`config.mk`:
```
export PLATFORM = sky130hd
export DESIGN_NAME = cacheline_adaptor
export DESIGN_NICKNAME = d
export VERILOG_FILES = /design/src/rtl/cacheline_adaptor_pkg.sv /design/src/rtl/cacheline_adaptor.sv
export SDC_FILE = /design/constraint.sdc
export NUM_CORES = 1
export LEC_CHECK = 0
export ABC_CLOCK_PERIOD_IN_PS = 4400
export CAP_MARGIN = 20
export CORE_AREA = 5 5 271 273
export DETAILED_ROUTE_END_ITERATION = 10
export DIE_AREA = 0 0 276 278
export MAX_ROUTING_LAYER = met4
export PLACE_DENSITY_LB_ADDON = 0.25
export SETUP_SLACK_MARGIN = 0.1
export SLEW_MARGIN = 40
export SYNTH_ARGS = -nofsm -noshare
export SYNTH_HDL_FRONTEND = slang
export SYNTH_SLANG_ARGS = --single-unit
```
`constraint.sdc`:
```
create_clock -name clk -period 4.4 [get_ports clk]
set_clock_uncertainty 0.05 [all_clocks]
set_input_delay 1.32 -clock clk [delete_from_list [all_inputs] [get_ports clk]]
set_output_delay 1.32 -clock clk [all_outputs]
set_load 0.02 [all_outputs]
```
`src/rtl/cacheline_adaptor_pkg.sv`:
```
// Shared widths, state encoding and address helper for the
// cache-line to memory-burst adaptor.
package cacheline_adaptor_pkg;

    localparam int LINE_W = 256;
    localparam int BEAT_W = 64;
    localparam int BEATS  = 4;
    localparam int ADDR_W = 32;
    localparam int OFFS_W = 5;
    localparam int CNT_W  = 2;

    localparam logic [CNT_W-1:0] LAST_BEAT = CNT_W'(BEATS - 1);

    typedef enum logic [1:0] {
        IDLE,
        RD,
        WR,
        DONE
    } cacheline_adaptor_state_t;

    function automatic logic [ADDR_W-1:0] align_line(
        input logic [ADDR_W-1:0] a
    );
        return {a[ADDR_W-1:OFFS_W], {OFFS_W{1'b0}}};
    endfunction

endpackage

```
`src/rtl/cacheline_adaptor.sv`:
```
// Splits 256-bit line reads/writes into four 64-bit memory beats
// and reassembles read beats into a line for the arbiter.
module cacheline_adaptor
    import cacheline_adaptor_pkg::*;
(
    input  logic              clk,
    input  logic              rst_n,

    input  logic [LINE_W-1:0] line_i,
    output logic [LINE_W-1:0] line_o,
    input  logic [ADDR_W-1:0] address_i,
    input  logic              read_i,
    input  logic              write_i,
    output logic              resp_o,

    input  logic [BEAT_W-1:0] burst_i,
    output logic [BEAT_W-1:0] burst_o,
    output logic [ADDR_W-1:0] address_o,
    output logic              read_o,
    output logic              write_o,
    input  logic              resp_i
);

    cacheline_adaptor_state_t state_q, state_d;

    logic [CNT_W-1:0]  cnt_q,   cnt_d;
    logic [ADDR_W-1:0] addr_q,  addr_d;
    logic [LINE_W-1:0] line_q,  line_d;
    logic [LINE_W-1:0] rdata_q, rdata_d;
    logic [BEAT_W-1:0] beat_sel;

    // line_q is the working buffer (read assembly / write source);
    // rdata_q keeps the last completed read so writes never disturb line_o.
    always_comb begin
        state_d  = state_q;
        cnt_d    = cnt_q;
        addr_d   = addr_q;
        line_d   = line_q;
        rdata_d  = rdata_q;
        beat_sel = line_q[BEAT_W*cnt_q +: BEAT_W];

        case (state_q)
            IDLE: begin
                if (read_i) begin
                    addr_d  = align_line(address_i);
                    cnt_d   = '0;
                    state_d = RD;
                end else if (write_i) begin
                    addr_d  = align_line(address_i);
                    line_d  = line_i;
                    cnt_d   = '0;
                    state_d = WR;
                end
            end
            RD: begin
                if (resp_i) begin
                    line_d[BEAT_W*cnt_q +: BEAT_W] = burst_i;
                    cnt_d = cnt_q + CNT_W'(1);
                    if (cnt_q == LAST_BEAT) begin
                        rdata_d = line_d;
                        state_d = DONE;
                    end
                end
            end
            WR: begin
                if (resp_i) begin
                    cnt_d = cnt_q + CNT_W'(1);
                    if (cnt_q == LAST_BEAT) begin
                        state_d = DONE;
                    end
                end
            end
            DONE: begin
                state_d = IDLE;
            end
            default: begin
                state_d = IDLE;
            end
        endcase
    end

    always_ff @(posedge clk or negedge rst_n) begin
        if (!rst_n) begin
            state_q <= IDLE;
            cnt_q   <= '0;
            addr_q  <= '0;
            line_q  <= '0;
            rdata_q <= '0;
        end else begin
            state_q <= state_d;
            cnt_q   <= cnt_d;
            addr_q  <= addr_d;
            line_q  <= line_d;
            rdata_q <= rdata_d;
        end
    end

    assign read_o    = (state_q == RD);
    assign write_o   = (state_q == WR);
    assign resp_o    = (state_q == DONE);
    assign address_o = addr_q;
    assign burst_o   = (state_q == WR) ? beat_sel : '0;
    assign line_o    = rdata_q;

endmodule

```
; ---- After elaboration in Yosys (flattened, before gate mapping)
; Index checks and enable logic that the tools add are counted.
[word_totals]
reg_bits = 548
inputBits = 357
output_inout_bits = 355
elab_cells = 47
[classes]
n_addsub = 2
n_eq_ne = 10
shift = 3
n_mux = 17
reduce_logical = 10
[ops]
columns = cell, count
row1 = 256-bit 2-to-1 mux, 3
row2 = 256-bit one-hot mux with 2 select lines, 1
row3 = 256-bit bitwise mux, 1
row4 = 64-bit by 34-bit variable shift with 256-bit output (first input constant), 1
row5 = 256-bit by 9-bit variable part select with 64-bit output, 1
row6 = 64-bit by 34-bit variable part select with 256-bit output, 1
row7 = 32-bit 2-to-1 mux, 2
row8 = 64-bit 2-to-1 mux, 1
row9 = 8-bit negation with 34-bit output, 1
row10 = 2-bit 2-to-1 mux, 7
row11 = 3-bit AND reduction, 3
row12 = 2-bit equality test (second input constant), 3
row13 = 2-bit by 1-bit != test with 1-bit output (second input constant), 3
row14 = 2-bit one-hot mux with 3 select lines, 1
row15 = 2-bit nonzero test, 3
row16 = 2-bit != test (second input constant), 2
row17 = 2-bit one-hot mux with 2 select lines, 1
row18 = 4-bit AND reduction, 1
row19 = 3-bit != test (second input constant), 1
row20 = 2-bit by 1-bit adder with 2-bit output (second input constant), 1
row21 = 2-bit by 1-bit equality test with 1-bit output (second input constant), 1
row22 = 2-bit logical NOT, 1
row23 = 2-bit AND reduction, 1
row24 = 2-bit OR reduction, 1

; ---- Depth between registers and ports, before layout
; Gate-level depths: netlist of run 1.
[logic_depth]
word_depth = 5
mapped_depth = 12
depth_no_buf = 6

; ---- Least setup slack after synthesis of run 1
; Ideal clock, no wire load.
[synth_path]
path_type = reg-to-output
from = reg cnt_q[0]
to = out burst_o[58]
t_arrival_ns = 1.761
required_ns = 3.030
setup_slack_ns = 1.269
path_stages_with_launch = 6
n_path_buf = 3
cell_sequence = dfrtp_1 > buf_2 > buf_2 > buf_2 > mux4_2 > and2_1
[synth_between]
elab_chain_cells = 2
[synth_rtl]
columns = element, line_no
row1 = start: declaration, cacheline_adaptor.sv:26  ; logic [CNT_W-1:0] cnt_q, cnt_d;
row2 = start signal: assignment, cacheline_adaptor.sv:91  ; cnt_q <= cnt_d;
row3 = 256-bit by 9-bit variable part select with 64-bit output, cacheline_adaptor.sv:40  ; beat_sel = line_q[BEAT_W*cnt_q +: BEAT_W];
row4 = 64-bit 2-to-1 mux, cacheline_adaptor.sv:102  ; assign burst_o = (state_q == WR) ? beat_sel : '0;
row5 = end: declaration, cacheline_adaptor.sv:17  ; output logic [BEAT_W-1:0] burst_o,
; No other way between the ends.

; ---- Final worst setup path of run 1
[layout_path]
from = reg cnt_q[1]
to = out burst_o[17]
; Same word-level chain as after synthesis.

==> flow_summary.toml, run 1 <==
[logic_synthesis]
synth_area_per_cell_sq_um = 9.608
synth-edff-count = 0
ys_types = 50
ys_seq_area_share_pct = 48.23
synth-seq-cells = 543
ys_async_sr_fraction_pct = 100.0
synth_top_flop_cell = "dfrtp_1"
yosysWarnings = 0
syn_area_sq_mm = 0.02817
netlist_instances = 2932

[finish]
fillers = 6520
nets = 3850
ff_latch_area_sq_mm = 0.01360
final_cells = 4513
multi_input_area_sq_mm = 0.01322
drive_gt1_share_pct = 10.67
area_growth_pct = 36.50

[sta]
slew_viol_final = 0
slew_headroom_pct = 47.63
tightest_slew_ns = 0.7856
rsz0062_at_grt = "true"
setup_viol = 0
hold_viol_final = 0
fin_setup_tns_ns = 0
finalCriticalPeriod_ns = 4.251
finalCritPeriodShare_pct = 96.61
fmax_mhz = 235.3

[clock_tree]
ctsLongestPathBuffers = 3
numCtsBuffers = 61
clk_pin_slew_ns = 0.06
cts_tree = "done"
ctsRootBufferMaster = "clkbuf_16"
h-tree-depth = 2
cts.sinks = 543
hold_buffers = 0
clock_latency_ns = 0.64

[worst_setup_path]
r2r-end = "line_q[252]"
worstSetupStartpoint = "cnt_q[1]"
required_ns = 3.03
worstSetupStartpointType = "flop"
worst-r2r-setup-slack_ns = 0.68
r2r_cells = 7
endpoint_kind = "output pin"
cp_max_fo = 28
cp.arrival_ns = 2.88
worstSetupPathType = "flop to output pin"
reg2reg_from = "cnt_q[1]"

[global_route]
antenna_found_initial = 29
grt_pass1_vias = 26110
grt.total_usage_pct = 30.84
grt_max_degree = 84
grt_first_pass_wirelength_um = 176600
grt-ovfl-total = 0

[routing]
post_drt_wl_per_cell_um = 26.73
ant_nets = 0
firstDrtPassIters = 9
drt-total-wl_um = 120600
drc = 0
vias = 26430
routed_via_density = 5.855
drt_iter0_markers = 2776

[flow_run]
maxCapViolCount = 0

[place]
hpwl_um = 80760
dp.cells = 4364
place_congestion = 0.8794
port_buffers = 701

[die]
initial_core_util_pct = 39.75
io_pins = 712
row_count = 98
die_w_um = 276
chipHeight_um = 278
dieArea_sq_mm = 0.07673
core-area_sq_mm = 0.07087

[hold_path]
worstHoldEndpoint = "line_o[157]"
hold_path_class = "flop to flop"
worstHoldStart = "line_o[157]"
hold_depth = 2

[status]
status = "completed"

[power]
p_per_area_mw_per_mm2 = 741.5
vdd_drop_max_v = 0.0005541
p_leak_nw = 15.92
==> routing by layer <==
| metal | vias to the layer above | GRT usage (%) | share of wire [%] |
|---|---|---|---|
| met5 | - | - | 0 |
| met4 | 0 | 12.52 | 4.4 |
| met3 | 297 | 7.147 | 8.9 |
| met2 | 1451 | 49.06 | 48 |
| met1 | 13130 | 38.36 | 39 |
| li1 | 11540 | - | - |
==> worst max path at each step <==
stage / endpoint / depth (start not counted)
after floorplan: burst_o[58] / 5
after global placement: line_o[206] / 6
after detailed placement: line_q[228] / 5
after CTS: burst_o[43] / 4
after global routing: burst_o[43] / 4
final: burst_o[17] / 4
==> state kept, by name, indices dropped and copies added, names as in the netlist <==
register   count
address_o     27
line_o       256
state_q        2
cnt_q          2
line_q       256
==> placed cells by master, fill, tap and decap left out, drive strengths merged, types with 67 or more instances in the layout <==
master	instances
clkdlybuf4s50	700
dfrtp	543
nor2	365
nand2	353
o21ai	237
nor2b	188
a221oi	168
a21oi	128
clkbuf	92
buf	86
a211oi	67
==> power by group <==
group | switching (mW) | internal [mW]
clock | 2.24 | 3.15
combinational | 8.35 | 6.10
sequential | 1.59 | 7.08
==> stage by stage <==
step / setup WS [ns] / area, sq um / power (mW) / utilization, % / hold slack [ns]
after CTS: 0.1108 / 38340 / 28.46 / 54.10 / 0.4324
final: 0.1494 / 38450 / 28.51 / 54.26 / 0.4264
after global routing: 0.09520 / 38450 / 29.93 / 54.26 / 0.4452
after global placement: 0.7099 / 36120 / 22.60 / 50.97 / 0.4102
after detailed placement: 0.7011 / 36140 / 22.86 / 51.00 / 0.4196
after floorplan: 1.269 / 28190 / 16.57 / - / 0.4086
==> cells in the mapped netlist (2+ instances only) <==
cell type  count  area, sq um
nor3b_1        2        15.01
and3_1         2        12.51
a211oi_1       4        30.03
a221oi_1     163         1428
a31oi_1       60        375.4
nor2_1       365         1370
dfrtp_1      543        13590
a211oi_2      63        788.3
and2_1        65        406.6
mux4_2        64         1441
nor4bb_1       2        20.02
buf_2         94        470.5
a222oi_1      26        260.3
o21ai_0      218         1091
nand2b_1      51        319.1
o211ai_1      63        473.0
buf_1          9        33.78
nand3_1        4        20.02
inv_2          2        7.510
a221oi_2       5        75.07
and3b_1        2        17.52
mux2i_1        4        40.04
buf_6         12        135.1
mux2_2        27        304.0
a22oi_1       40        300.3
nand2_1      353         1325
nor3_1        41        205.2
inv_1         30        112.6
o21ai_1       19        95.09
buf_4         19        142.6
a211o_1        2        17.52
ha_1          11        137.6
a21boi_0       3        22.52
a21o_1        64        480.5
a21oi_1      128        640.6
nor2b_1      188         1176
clkbuf_1     171        641.9
==> area by class of cell <==
| cell class | instances | area share (%) |
|---|---|---|
| tap | 950 | 3.091 |
| timing repair buffer | 788 | 21.19 |
| clock buffer | 91 | 4.731 |
| multi-input combinational | 2055 | 34.37 |
| clock inverter | 24 | 0.7484 |
| antenna | 29 | 0.1887 |
| sequential | 543 | 35.35 |
| inverter | 33 | 0.3319 |
==> what timing repair did <==
action                                  4_1_cts  5_1_grt
setup buffers                                 3        0
resized for setup                             2        1
hold endpoints to repair                      0        0
cloned                                        1        1
endpoints found under the setup margin        8        2
==> worst max-delay path, stage by stage, from the launching register on <==
cell and delay, ns:
dfrtp_4 0.77, buf_12 0.31, mux4_2 0.37, and2_1 0.17
clkdlybuf4s50_1 0.59
==> cells by family (layout without fill, tap and decap cells) <==
| kind of cell | after synthesis | count (layout) | share of synthesized area, % |
|---|---|---|---|
| AOI/OAI and AO/OA | 862 | 862 | 21.79 |
| adders and majority gates | 11 | 11 | 0.4885 |
| buffers and inverters | 338 | 936 | 5.494 |
| DFF | 543 | 543 | 48.23 |
| muxes | 95 | 95 | 6.338 |
| other | 1 | 34 | 0.01331 |
| and+or+nand+nor | 1082 | 1082 | 17.65 |
Power figures use the tool's default switching activity.
==> inputs of run 2 (changes only) <==
Settings changed: ABC_CLOCK_PERIOD_IN_PS 4400 to 5200, REMOVE_ABC_BUFFERS set to 1.
Clock period 4.4 ns to 5.2 ns, I/O delays scaled along.
==> flow_summary.toml, run 2 (same netlist as run 1, synthesis figures left out) <==
[sta]
fin_setup_tns_ns = 0
finalCritPeriodShare_pct = 86.67
setup_viol = 0
timing.hold.ws_ns = 0.4264
hold_viol_final = 0
fmax_mhz = 221.9
finalCriticalPeriod_ns = 4.507
slew_headroom_pct = 40.31
rsz0062_at_grt = "false"
slew_viol_final = 0
tightest_slew_ns = 0.8954

[clock_tree]
hold_buffers = 0
clock_latency_ns = 0.59
cts.sinks = 543
post_cts_resized = 0
ctsLongestPathBuffers = 3
ctsRootBufferMaster = "clkbuf_16"
numCtsBuffers = 67
clk_pin_slew_ns = 0.06
h-tree-depth = 3
cts_tree = "done"
postCtsSetupBuffers = 0

[die]
row_count = 98
chipHeight_um = 278
core-area_sq_mm = 0.07087
initial_core_util_pct = 39.75
dieArea_sq_mm = 0.07673
io_pins = 712
die_w_um = 276

[global_route]
grt_max_degree = 109
grt_first_pass_wirelength_um = 173100
grt.total_usage_pct = 30.09
grt-ovfl-total = 0
grt_pass1_vias = 25940
antenna_found_initial = 22

[place]
place_congestion = 0.8898
port_buffers = 701
dp.cells = 4364
hpwl_um = 75380

[power]
p_seq_share_pct = 30.4
p_comb_share_pct = 50.2
p_total_mw = 23.87
p_leak_nw = 15.85
vdd_drop_max_v = 0.0003650
p_clk_share_pct = 19.4
power.switching_mw = 10.10
p_int_mw = 13.77
p_per_area_mw_per_mm2 = 623.9
p_sw_share_pct = 42.31

[routing]
ant_nets = 0
drc = 0
drt-total-wl_um = 116500
routed_via_density = 5.810
firstDrtPassIters = 7
post_drt_wl_per_cell_um = 25.88
drt_iter0_markers = 2656
vias = 26160

[worst_setup_path]
worstSetupStartpointType = "flop"
cp.arrival_ns = 2.90
endpoint_kind = "output pin"
required_ns = 3.59
cp_max_fo = 31
worstSetupPathType = "flop to output pin"

[finish]
layout_commonest_cell = "clkdlybuf4s50_1"
drive_gt1_share_pct = 10.46
area_growth_pct = 35.83
final_cell_mix = "clkdlybuf4s50_1 (700), dfrtp_1 (541), nor2_1 (363)"
final_cells = 4502
nets = 3851

[status]
status = "completed"

[hold_path]
hold_path_class = "flop to flop"

[flow_run]
maxCapViolCount = 0
-- run 2: cell types whose count changed in the layout (fill, tap and decap cells not counted), sizes merged --
cell,before,now
buf,86,83
bufbuf,1,0
bufinv,5,4
clkbuf,92,89
diode,29,24
inv,33,35
-- run 2: cell type report --
class | count | area [sq um]
multi-input cells | 2055 | 13180
fillers | 6537 | 32610
well taps | 950 | 1189
clock buffers | 89 | 1882
clock inverters | 25 | 244.0
diodes | 24 | 60.06
flip-flops and latches | 543 | 13600
repair buffers | 783 | 7981
inverters | 33 | 131.4
-- run 2: layer usage --
| layer | vias up | GRT usage (%) | share of wire [%] |
|---|---|---|---|
| met3 | 229 | 7.910 | 9.6 |
| met5 | - | - | 0 |
| met2 | 1324 | 47.39 | 48 |
| li1 | 11550 | - | - |
| met4 | 0 | 10.35 | 3.2 |
| met1 | 13050 | 38.02 | 39 |
-- run 2: power by group through the flow --
stage	registers, mW	clock network, mW	logic, mW
finish	7.25	4.63	12.0
global placement	7.23	0	11.8
global route	7.45	4.91	12.8
detailed placement	7.28	0	12.0
floorplan	8.11	0	5.66
CTS	7.22	4.72	12.0
-- run 2: through the flow --
stage	setup slack [ns]	cell area, sq um	utilization (%)
floorplan	-11.81	26760	-
finish	0.6930	38270	53.99
CTS	0.6214	38210	53.91
global route	0.5538	38260	53.98
detailed placement	1.109	36080	50.91
global placement	0.8960	36020	50.82
-- run 2: worst max-delay path: stages, from the launching register on --
cell and delay (ns):
dfrtp_1 0.45, inv_1 0.11, ha_2 0.47, buf_12 0.30
and2_1 0.30, clkdlybuf4s50_1 0.65
-- run 2: worst paths after layout --
path / start / endpoint / slack (ns) / depth (start not counted)
min reg2reg: line_o[169] / line_o[169] / 0.43 / 2
max in group asynchronous: rst_n / line_q[104] / 3.03 / 4
min in group asynchronous: rst_n / line_q[84] / 0.82 / 1
max reg2reg: cnt_q[0] / line_o[176] / 1.63 / 8
max: state_q[0] / burst_o[28] / 0.69 / 5
min: line_o[169] / line_o[169] / 0.43 / 2
